<file path="config.mk">
export PLATFORM = sky130hd
export DESIGN_NAME = entry_ctrl_flat
export DESIGN_NICKNAME = d
export VERILOG_FILES = /design/src/rtl/entry_ctrl_if.sv /design/src/rtl/entry_ctrl.sv /design/src/flat_wrapper.sv
export SDC_FILE = /design/constraint.sdc
export NUM_CORES = 1
export LEC_CHECK = 0
export CAP_MARGIN = 20
export CORE_MARGIN = 2
export CORE_UTILIZATION = 35
export DETAILED_ROUTE_END_ITERATION = 10
export DONT_BUFFER_PORTS = 1
export GPL_ROUTABILITY_DRIVEN = 0
export PLACE_DENSITY = 0.54
export SYNTH_ARGS = -nofsm -noshare
export SYNTH_HDL_FRONTEND = slang
export SYNTH_SLANG_ARGS = --single-unit
</file>
<file path="constraint.sdc">
create_clock -name clk -period 4.1 [get_ports clk]
set_input_delay 0.41 -clock clk [delete_from_list [all_inputs] [get_ports clk]]
set_output_delay 0.41 -clock clk [all_outputs]
set_load 0.01 [all_outputs]
</file>
<file path="src/rtl/entry_ctrl_if.sv">
`default_nettype none
// ============================================================================
//  Module   : entry_ctrl_if
//  Purpose  : Bundles the push-button inputs and the display-facing outputs
//             of the entry controller.
//  Signals  : btn_c/btn_u/btn_d  raw centre/up/down buttons
//             prog[2:0], modulee[1:0], data_2[15:0]  entered values
//             field[2:0]  field currently being edited (FSM state)
//             start       one-cycle commit pulse
//  Modports : master - button source / display consumer
//             slave  - entry controller
//  Revision : 1.0  initial release
// ============================================================================
interface entry_ctrl_if;
  logic        btn_c;
  logic        btn_u;
  logic        btn_d;
  logic [2:0]  prog;
  logic [1:0]  modulee;
  logic [15:0] data_2;
  logic [2:0]  field;
  logic        start;

  modport master (
    output btn_c, btn_u, btn_d,
    input  prog, modulee, data_2, field, start
  );

  modport slave (
    input  btn_c, btn_u, btn_d,
    output prog, modulee, data_2, field, start
  );
endinterface
`default_nettype wire

</file>
<file path="src/rtl/entry_ctrl.sv">
`default_nettype none
// ============================================================================
//  Module   : entry_ctrl
//  Purpose  : User-input front end. Synchronises and debounces three push
//             buttons, turns accepted presses into single-cycle pulses and
//             walks a field-edit state machine that produces the program,
//             module and 16-bit operand shown on the display. Emits a
//             one-cycle start pulse when the entry is committed.
//  Ports    : clk   system clock
//             rst   asynchronous active-high reset
//             bus   entry_ctrl_if.slave (buttons in, display values out)
//  Params   : DB_CYCLES  stable cycles needed to accept a new button level
//             DB_W       debounce counter width, 2**DB_W > DB_CYCLES
//  Revision : 1.0  initial release
// ============================================================================
module entry_ctrl #(
  parameter int DB_CYCLES = 1_000_000,
  parameter int DB_W      = 20
) (
  input  wire logic   clk,
  input  wire logic   rst,
  entry_ctrl_if.slave bus
);

  localparam int              c_NBTN    = 3;
  localparam logic [DB_W-1:0] c_DB_LAST = DB_W'(DB_CYCLES - 1);

  // Button indices into the raw / press vectors
  localparam int c_BTN_C = 0;
  localparam int c_BTN_U = 1;
  localparam int c_BTN_D = 2;

  typedef enum logic [2:0] {
    S_PROG = 3'd0,
    S_MOD  = 3'd1,
    S_D0   = 3'd2,
    S_D1   = 3'd3,
    S_D2   = 3'd4,
    S_D3   = 3'd5,
    S_RUN  = 3'd6
  } state_t;

  logic [c_NBTN-1:0] w_raw;
  logic [c_NBTN-1:0] w_press;

  assign w_raw = {bus.btn_d, bus.btn_u, bus.btn_c};

  // --------------------------------------------------------------------------
  // Per-button synchroniser, debouncer and press-edge detector
  // --------------------------------------------------------------------------
  generate
    for (genvar gi = 0; gi < c_NBTN; gi++) begin : g_btn
      logic            r_sync0;
      logic            r_sync1;
      logic            r_acc;    // accepted (debounced) level
      logic            r_acc_q;  // accepted level, one cycle late
      logic            r_press;
      logic [DB_W-1:0] r_cnt;

      always_ff @(posedge clk or posedge rst) begin
        if (rst) begin
          r_sync0 <= 1'b0;
          r_sync1 <= 1'b0;
          r_acc   <= 1'b0;
          r_acc_q <= 1'b0;
          r_press <= 1'b0;
          r_cnt   <= '0;
        end else begin
          r_sync0 <= w_raw[gi];
          r_sync1 <= r_sync0;

          // The counter only advances while the synced level disagrees with
          // the accepted one; any bounce back to agreement restarts it.
          if (r_sync1 == r_acc) begin
            r_cnt <= '0;
          end else if (r_cnt == c_DB_LAST) begin
            r_acc <= ~r_acc;
            r_cnt <= '0;
          end else begin
            r_cnt <= r_cnt + DB_W'(1);
          end

          // Rising edge of the accepted level only: a held button never repeats.
          r_acc_q <= r_acc;
          r_press <= r_acc & ~r_acc_q;
        end
      end

      assign w_press[gi] = r_press;
    end
  endgenerate

  // --------------------------------------------------------------------------
  // Edit decode
  // --------------------------------------------------------------------------
  logic        w_press_c;
  logic        w_step_up;
  logic        w_step_dn;
  logic [1:0]  w_nib_idx;
  logic [3:0]  w_nib_cur;

  assign w_press_c = w_press[c_BTN_C];

  // A centre press takes priority over any edit; up+down together cancel.
  assign w_step_up = w_press[c_BTN_U] & ~w_press[c_BTN_D] & ~w_press_c;
  assign w_step_dn = w_press[c_BTN_D] & ~w_press[c_BTN_U] & ~w_press_c;

  state_t      r_state;
  logic [2:0]  r_prog;
  logic [1:0]  r_mod;
  logic [15:0] r_data;
  logic        r_start;

  always_comb begin
    w_nib_idx = 2'd0;
    case (r_state)
      S_D0:    w_nib_idx = 2'd0;
      S_D1:    w_nib_idx = 2'd1;
      S_D2:    w_nib_idx = 2'd2;
      S_D3:    w_nib_idx = 2'd3;
      default: w_nib_idx = 2'd0;
    endcase
  end

  assign w_nib_cur = r_data[{w_nib_idx, 2'b00} +: 4];

  // --------------------------------------------------------------------------
  // Field-edit state machine with registered outputs
  // --------------------------------------------------------------------------
  always_ff @(posedge clk or posedge rst) begin
    if (rst) begin
      r_state <= S_PROG;
      r_prog  <= 3'd0;
      r_mod   <= 2'd0;
      r_data  <= 16'd0;
      r_start <= 1'b0;
    end else begin
      r_start <= 1'b0;

      if (w_press_c) begin
        case (r_state)
          S_PROG:  r_state <= S_MOD;
          S_MOD:   r_state <= S_D0;
          S_D0:    r_state <= S_D1;
          S_D1:    r_state <= S_D2;
          S_D2:    r_state <= S_D3;
          S_D3: begin
            // start rises together with the first cycle spent in S_RUN
            r_state <= S_RUN;
            r_start <= 1'b1;
          end
          S_RUN:   r_state <= S_PROG;   // entered values are kept
          default: r_state <= S_PROG;
        endcase
      end else begin
        case (r_state)
          S_PROG: begin
            if (w_step_up)      r_prog <= r_prog + 3'd1;
            else if (w_step_dn) r_prog <= r_prog - 3'd1;
          end
          S_MOD: begin
            if (w_step_up)      r_mod <= r_mod + 2'd1;
            else if (w_step_dn) r_mod <= r_mod - 2'd1;
          end
          S_D0, S_D1, S_D2, S_D3: begin
            if (w_step_up)      r_data[{w_nib_idx, 2'b00} +: 4] <= w_nib_cur + 4'd1;
            else if (w_step_dn) r_data[{w_nib_idx, 2'b00} +: 4] <= w_nib_cur - 4'd1;
          end
          S_RUN: begin
            // values frozen while running
          end
          default: r_state <= S_PROG;   // unused encoding 7 recovers
        endcase
      end
    end
  end

  assign bus.prog    = r_prog;
  assign bus.modulee = r_mod;
  assign bus.data_2  = r_data;
  assign bus.field   = r_state;
  assign bus.start   = r_start;

endmodule
`default_nettype wire

</file>
<file path="src/flat_wrapper.sv">
// flat-port wrapper written by rule: the top's interface ports become plain ports
module entry_ctrl_flat 
#(
  parameter int DB_CYCLES = 1_000_000,
  parameter int DB_W      = 20
)
  (clk, rst, bus_btn_c, bus_btn_u, bus_btn_d, bus_prog, bus_modulee, bus_data_2, bus_field, bus_start);
  entry_ctrl_if bus_i ();
  input  wire logic clk;
  input  wire logic rst;
  input wire logic [$bits(bus_i.btn_c)-1:0] bus_btn_c;
  input wire logic [$bits(bus_i.btn_u)-1:0] bus_btn_u;
  input wire logic [$bits(bus_i.btn_d)-1:0] bus_btn_d;
  output wire logic [$bits(bus_i.prog)-1:0] bus_prog;
  output wire logic [$bits(bus_i.modulee)-1:0] bus_modulee;
  output wire logic [$bits(bus_i.data_2)-1:0] bus_data_2;
  output wire logic [$bits(bus_i.field)-1:0] bus_field;
  output wire logic [$bits(bus_i.start)-1:0] bus_start;
  assign bus_i.btn_c = bus_btn_c;
  assign bus_i.btn_u = bus_btn_u;
  assign bus_i.btn_d = bus_btn_d;
  assign bus_prog = bus_i.prog;
  assign bus_modulee = bus_i.modulee;
  assign bus_data_2 = bus_i.data_2;
  assign bus_field = bus_i.field;
  assign bus_start = bus_i.start;
  entry_ctrl #(.DB_CYCLES(DB_CYCLES), .DB_W(DB_W)) u_core (.clk(clk), .rst(rst), .bus(bus_i));
endmodule
</file>
======== Yosys cells after proc, flatten, opt, wreduce, memory -nomap -nowiden ========
Cells that the tools add are included.
storage, ports and cells
  register bits after elaboration ......... 100
  bits of input ports ..................... 5
  logic and storage cells ................. 99
operators by class
  add/sub/neg operators ................... 10
  equal/unequal tests ..................... 13
  shift-type cells ........................ 4
  multiplexer cells ....................... 20
  bitwise operators ....................... 19
  reduce and logical (&&, ||, !) cells .... 10
operator list
  operator                  count
  $mux W20                  6
  $add A20 B1 Y20 const B   3
  $eq A20 B20 Y1 const B    3
  $bwmux W16                2
  $mux W16                  2
  $shiftx A4 B6 Y16         2
  $pmux W3 S6               1
  $shift A4 B6 Y16 const A  1
  $shiftx A16 B5 Y4         1
  $mux W3                   4
  $not A1 Y1                12
  $eq A3 B3 Y1 const B      3
  $reduce_and A3 Y1         3
  $and A1 B1 Y1             7
  $reduce_or A7 Y1          1
  $eq A3 B2 Y1 const B      2
  $neg A4 Y6                1
  $pmux W2 S3               1
  $reduce_and A2 Y1         3
  $add A4 B1 Y4 const B     1
  $mux W2                   2
  $reduce_or A4 Y1          1
  $sub A4 B1 Y4 const B     1
  $add A3 B1 Y3 const B     1
  9 further kinds           12

======== Depth between registers and ports, before layout ========
Gate-level depths: netlist of run 1.
  depth after elaboration ................. 8
  mapped depth ............................ 10
  depth with buffers taken out ............ 9

======== Worst setup path after synthesis of run 1 ========
Ideal clock, no wire load.
  path type ............................... register to register
  start ................................... reg u_core.r_state[2] (netlist: u_core.bus.field[2])
  end ..................................... reg u_core.r_data[11] (netlist: u_core.bus.data_2[11])
  setup time .............................. 0.069 ns
  data arrival time ....................... 2.244 ns
  required time ........................... 4.031 ns
  slack ................................... 1.787 ns
  stages on the path, launching flop included .. 9
  buffers on the path ..................... 1
  period minus slack after synthesis ...... 2.313 ns
  cells stage by stage .................... dfrtp_1 -> buf_2 -> xor2_1 -> nand2_1 -> ha_1 -> a211oi_1 -> nand3_1 -> or4_1 -> nand3_1
on the way
  word-level cells in the longest chain between the ends .. 8
RTL lines
  what                                                 line                                  text
  start, declared                                      entry_ctrl.sv:108                     state_t r_state;
  start signal, assigned                               entry_ctrl.sv:132                     r_state <= S_PROG;
  start signal, assigned                               entry_ctrl.sv:142                     S_PROG: r_state <= S_MOD;
  start signal, assigned                               entry_ctrl.sv:143                     S_MOD: r_state <= S_D0;
  $eq A3 B3 Y1 / $eq A3 B2 Y1 (equally long branches)  entry_ctrl.sv:116, entry_ctrl.sv:156
  $pmux W2 S3                                          entry_ctrl.sv:116                     case (r_state)
  $shiftx A16 B5 Y4                                    entry_ctrl.sv:125                     assign w_nib_cur = r_data[{w_nib_idx, 2'b00} +: 4];
  $sub A4 B1 Y4                                        entry_ctrl.sv:167                     else if (w_step_dn) r_data[{w_nib_idx, 2'b00} +: 4] <= w_nib_cur - 4'd1;
  $shiftx A4 B6 Y16                                    entry_ctrl.sv:167
  $bwmux W16                                           entry_ctrl.sv:167
  $mux W16                                             entry_ctrl.sv:167
  $mux W16                                             entry_ctrl.sv:166                     if (w_step_up) r_data[{w_nib_idx, 2'b00} +: 4] <= w_nib_cur + 4'd1;
  end signal, assigned by index                        entry_ctrl.sv:166
  end signal, assigned by index                        entry_ctrl.sv:167
  end, declared                                        entry_ctrl.sv:111                     logic [15:0] r_data;
Several ways; a longest one is shown, not always the timed one. The select of a mux whose other input is x is not followed.
A chain may end at the register's enable or synchronous reset.

======== Final worst setup path of run 1 ========
  start ................................... reg u_core.r_state[1] (netlist: u_core.bus.field[1])
  end ..................................... reg u_core.r_data[11] (netlist: u_core.bus.data_2[11])
Same word-level chain as after synthesis.

==> impl_metrics.yaml, run 1 <==
outcome:
  status: "finished clean"
drt:
  drc: 0
  postRouteAntennaNets: 0
  dr_total_vias: 3230
  first_iter_violations: 211
  first_pass_iters: 4
  drt_wl_total_mm: 9.135
  avgRoutedWirePerCell_microns: 14.14
  vias_per_cell: 5.000
floorplanning:
  die_w_microns: 121.2
  design.core.area_sq_um: 13350
  row_count: 42
  die_area_sq_um: 14680
  start_util_pct: 35.99
  num_io_pins: 30
  die_y_microns: 121.2
grt:
  grt_pass1_wl_mm: 16.11
  grt-ovfl-total: 0
  grt_pass1_vias: 3270
  grt_max_degree: 78
  grt_use_met1_pct: 18.67
  grt_busiest_layer: "met2"
  grt_util_met2_pct: 20.75
  grt_util_all_layers_pct: 13.81
  antenna_found_initial: 0
  grt_use_met3_pct: 3.289
worst_setup_path:
  start_kind: "flip-flop"
  rrSetupSlack_ps: 1280
  cp.required_ps: 4380
  crit_arrival_ps: 3090
  cp-end-kind: "flip-flop"
  crit_start: "u_core.bus.field[1]"
  cp-endpoint: "u_core.bus.data_2[11]"
  r2r_cells: 7
  regToRegStartpoint: "u_core.bus.field[1]"
  path_max_fanout: 15
  path_class: "reg -> reg"
  r2r_end: "u_core.bus.data_2[11]"
clock_network:
  numCtsBuffers: 9
  worstSkewPairLatency_ps: 340
  root_buffer: "clkbuf_16"
  clockBufferDepth: 2
  clkTransAtPathRegs_ps: 70
  ctsHoldBuffers: 0
  cts_tree: "done"
  htreeDepth: 3
  postCtsSetupBuffers: 0
  cts_resized: 0
  cts_sinks: 100
synthesis:
  synth_warnings: 0
  synth_top_cell_area_share_pct: 52.10
  synthesis.nets: 480
  yosysSeqAreaShare_pct: 52.10
  syn_area_per_cell_sq_um: 10.33
  yosys-top-cells-count: "dfrtp_1 (100), nor2_1 (76), nand2_1 (45)"
  syn_inst: 465
  synth_most_common_cell: "dfrtp_1"
  yosysTopAreaCell: "dfrtp_1"
  synthArstFlopShare_pct: 100.0
  synth_ff_type: "dfrtp_1"
  synthesis.area_sq_um: 4803
  synth_cell_types: 47
  synth_area_leaders: "dfrtp_1 (52%), xor2_1 (6.9%), nor2_1 (5.9%)"
  synth-edff-count: 0
  synth-seq-cells: 100
final_layout:
  drive_gt1_share_pct: 7.021
  area_delta_synth_final_pct: 9.977
  antennaDiodeCount: 0
  finalNetCount: 481
  fill_cells: 1321
  fin_util_pct: 39.58
  fin_area_sq_um: 5283
power_and_ir_drop:
  irDropWorstVdd_mv: 0.1995
  power.density_nw_per_um2: 366.2
  p_leak_nw: 2.283
  p_total_w: 0.001935
sta:
  setup_violations: 0
  setup-tns-final_ps: 0
  slew_headroom_pct: 35.81
  fmaxAchievable_ghz: 0.3548
  whs_ps: 98.26
  rsz0062_at_grt: "no"
  clock_skew_ps: 9.655
  worst_pin_slew_ps: 962.9
  hold_viol_final: 0
  min_period_ps: 2818
  finalCritPeriodShare_pct: 68.74
  slew_violations: 0
place:
  dp_hpwl_mm: 6.385
  portBuffers: 0
  placed_area_sq_um: 4976
run:
  max_cap_violations: 0
worst_hold_path:
  hold_path.class: "in -> reg"
==> critical path: stages (launching register included) <==
cell and delay, ps:
dfrtp_1 690, xor2_1 370, nand2_1 210, ha_1 410
a211oi_1 390, nand3_1 150, or4_1 430, nand3_1 100
==> power by group <==
group	total [W]	internal, W	switching (W)
logic	0.0000435	0.00000891	0.0000346
registers	0.00101	0.000996	0.00000906
clock network	0.000886	0.000530	0.000356
==> cells in the final DEF (no fill, tap or decap), drive strengths merged, types with 2 or more instances in the layout <==
master and count:
a211oi 3, or4 3, a21oi 5, nor3 7, and4 5, clkbuf 10, nand3 32, a22o 3
xor2 38, nor2 76, a32o 4, nor4 10, mux2 7, nand2b 5, nand2 45, o21ai 6
nand4 6, or3 2, or2 2, o31ai 5, and3 9, nand3b 2, mux2i 4, nor3b 4
nor4b 5, inv 12, bufinv 2, ha 9, xnor2 29, clkinv 2, dfrtp 100, nor2b 6
==> how the worst min path moves through the flow <==
stage | startpoint | endpoint | cells after the start
global placement | u_core.g_btn[0].r_sync0 | u_core.g_btn[0].r_sync1 | 0
global route | bus_btn_u | u_core.g_btn[1].r_sync0 | 0
finish | bus_btn_c | u_core.g_btn[0].r_sync0 | 0
detailed placement | u_core.g_btn[0].r_sync0 | u_core.g_btn[0].r_sync1 | 0
floorplan | u_core.g_btn[0].r_sync0 | u_core.g_btn[0].r_sync1 | 0
CTS | bus_btn_u | u_core.g_btn[1].r_sync0 | 0
==> kinds of logic after synthesis <==
kind of cell | Yosys count | share of synthesized area [%]
adder cells (fa/ha/maj) | 11 | 2.970
flip-flops | 100 | 52.10
buffers and inverters | 23 | 2.136
multiplexers | 11 | 2.553
AND/OR/NAND/NOR | 221 | 22.51
XOR/XNOR | 67 | 12.22
AO/OA/AOI/OAI | 32 | 5.523
==> flip-flops by register name, indices dropped and copies added (netlist names), named ones only <==
register	flops
u_core.g_btn.r_press	3
u_core.bus.start	1
u_core.g_btn.r_acc	3
u_core.g_btn.r_sync1	3
u_core.bus.modulee	2
u_core.g_btn.r_cnt	60
u_core.bus.prog	3
u_core.g_btn.r_sync0	3
u_core.bus.field	3
u_core.bus.data_2	12
u_core.g_btn.r_acc_q	3
==> routing by layer <==
metal / wire [microns] / share of wire [%] / vias up
met3: 350 / 3.8 / 15
met4: 208 / 2.3 / 0
li1: - / - / 1584
met2: 4185 / 46 / 62
met5: 0 / 0 / -
met1: 4390 / 48 / 1569
==> final cells by class <==
cell class	instances	area (sq um)	share of cell area, %
Tap cell	176	220.2	4.169
Inverter	12	47.55	0.9000
Multi-Input combinational cell	342	2198	41.62
Clock inverter	5	77.57	1.468
Sequential cell	100	2502	47.37
Timing Repair Buffer	1	7.507	0.1421
Clock buffer	10	229.0	4.334
==> through the flow <==
step | worst slack (ps) | cells
floorplan | 1071 | 465
global placement | 1421 | 631
detailed placement | 1316 | 631
CTS | 1294 | 646
global route | 976.6 | 646
finish | 1282 | 646
No activity file was read; power rests on OpenSTA's default activity.
==> run 2, diff against run 1 <==
==> constraint.sdc (replaced) <==
create_clock -name clk -period 2.9 [get_ports clk]
set_input_delay 0.29 -clock clk [delete_from_list [all_inputs] [get_ports clk]]
set_output_delay 0.29 -clock clk [all_outputs]
set_load 0.01 [all_outputs]
==> impl_metrics.yaml, run 2 (synthesis gave the netlist of run 1 again) <==
outcome:
  status: "finished clean"
grt:
  grt_util_all_layers_pct: 13.61
  grt-ovfl-total: 0
  grt_pass1_wl_mm: 15.70
  grt_max_degree: 42
  grt_pass1_vias: 3208
  antenna_found_initial: 0
run:
  max_cap_violations: 0
sta:
  setup-tns-final_ps: 0
  setup_violations: 0
  slew_headroom_pct: 46.46
  fmaxAchievable_ghz: 0.3891
  hold_viol_final: 0
  finalCritPeriodShare_pct: 88.63
  rsz0062_at_grt: "no"
  min_period_ps: 2570
  slew_violations: 0
  worst_pin_slew_ps: 801.4
  clock_skew_ps: 10.01
clock_network:
  htreeDepth: 3
  postCtsSetupBuffers: 0
  clkTransAtPathRegs_ps: 80
  cts_resized: 0
  root_buffer: "clkbuf_16"
  numCtsBuffers: 9
  clockBufferDepth: 2
  cts_tree: "done"
  worstSkewPairLatency_ps: 360
  cts_sinks: 100
worst_setup_path:
  r2r_end: "u_core.bus.data_2[11]"
  start_kind: "flip-flop"
  r2r_cells: 7
  path_class: "reg -> reg"
  cp.required_ps: 3200
  rrSetupSlack_ps: 330
  regToRegStartpoint: "u_core.bus.field[2]"
  path_max_fanout: 7
  crit_arrival_ps: 2870
  cp-end-kind: "flip-flop"
drt:
  wl_met1_mm: 4.408
  vias_per_cell: 4.933
  avgRoutedWirePerCell_microns: 13.83
  first_pass_iters: 4
  wl_met3_microns: 365
  top_layer: "met4"
  first_iter_violations: 225
  wl_met2_mm: 4.167
  drc: 0
  postRouteAntennaNets: 0
  drt_wl_total_mm: 9.086
  dr_total_vias: 3241
power_and_ir_drop:
  power.density_nw_per_um2: 502.3
  irDropWorstVdd_mv: 0.2713
  p_total_w: 0.002698
  p_leak_nw: 2.331
final_layout:
  antennaDiodeCount: 0
  mostFrequentLayoutCells: "dfrtp_1 (100), nor2_1 (76), nand2_1 (45)"
  final_common_cell: "dfrtp_1"
  drive_gt1_share_pct: 8.524
  regMostFlops: "u_core.g_btn.r_cnt"
  area_delta_synth_final_pct: 11.83
  largest_register_ff_count: 60
  finalNetCount: 491
place:
  dp_hpwl_mm: 6.384
  portBuffers: 0
worst_hold_path:
  hold_end: "u_core.g_btn[2].r_sync1"
  holdCritStartpoint: "u_core.g_btn[2].r_sync0"
  holdPathStages: 0
  hold_path.class: "reg -> reg"
floorplanning:
  start_util_pct: 35.99
  row_count: 42
  die_w_microns: 121.2
  num_io_pins: 30
  die_area_sq_um: 14680
  die_y_microns: 121.2
  design.core.area_sq_um: 13350
## run 2: worst max path at each step
stage | start | end | slack [ps] | cells after the start
2_1_floorplan | u_core.bus.field[2] | u_core.bus.data_2[11] | 590 | 8
3_3_place_gp | u_core.bus.field[2] | u_core.bus.data_2[11] | 490 | 7
3_5_place_dp | u_core.bus.field[0] | u_core.bus.data_2[9] | 420 | 7
4_1_cts | u_core.bus.field[2] | u_core.bus.data_2[11] | 380 | 7
5_1_grt | u_core.bus.field[2] | u_core.bus.data_2[11] | 140 | 7
6_report | u_core.bus.field[2] | u_core.bus.data_2[11] | 330 | 7
## run 2: area by class of cell
| cell class | count | area (sq um) |
|---|---|---|
| flip-flops and latches | 100 | 2502 |
| clock inverters | 7 | 71.32 |
| repair buffers | 11 | 105.1 |
| clock buffers | 9 | 225.2 |
| inverters | 12 | 48.80 |
| fillers | 1290 | 7976 |
| multi-input cells | 342 | 2198 |
| well taps | 176 | 220.2 |
## run 2: power by group
group | leakage, nW | internal [W] | switching [W]
clock network | 0.148 | 0.000614 | 0.000592
logic | 0.807 | 0.0000210 | 0.0000504
registers | 1.38 | 0.00141 | 0.0000132
## run 2: routing by layer
metal  GRT usage, %  vias up
met5              0        -
met1          17.64     1578
met3          4.276       12
li1               -     1603
met4          4.741        0
met2          21.52       48
## run 2: metrics by stage
stage | std cells | hold WS [ps] | utilization (%) | worst slack (ps) | instance area (sq um)
6_report | 657 | 360.9 | 40.24 | 329.7 | 5371
5_1_grt | 657 | 366.4 | 40.24 | 143.3 | 5371
4_1_cts | 657 | 362.5 | 40.24 | 383.4 | 5371
3_5_place_dp | 637 | 321.5 | 37.72 | 416.8 | 5035
3_3_place_gp | 637 | 321.5 | 37.72 | 493.3 | 5035
2_1_floorplan | 465 | 321.4 | - | 586.6 | 4807
## run 2: critical path: stages, from the launching register on
cell      delay, ps
dfrtp_1         440
xor2_1          310
nand2_1         220
ha_1            400
a211oi_1        440
nand3_1         160
or4_1           420
nand3_1         110
## run 2: timing repair
item | 4_1_cts | 5_1_grt
hold buffers | 4 | 0
endpoints found under the hold margin | 37 | 0
setup endpoints to repair | 0 | 0
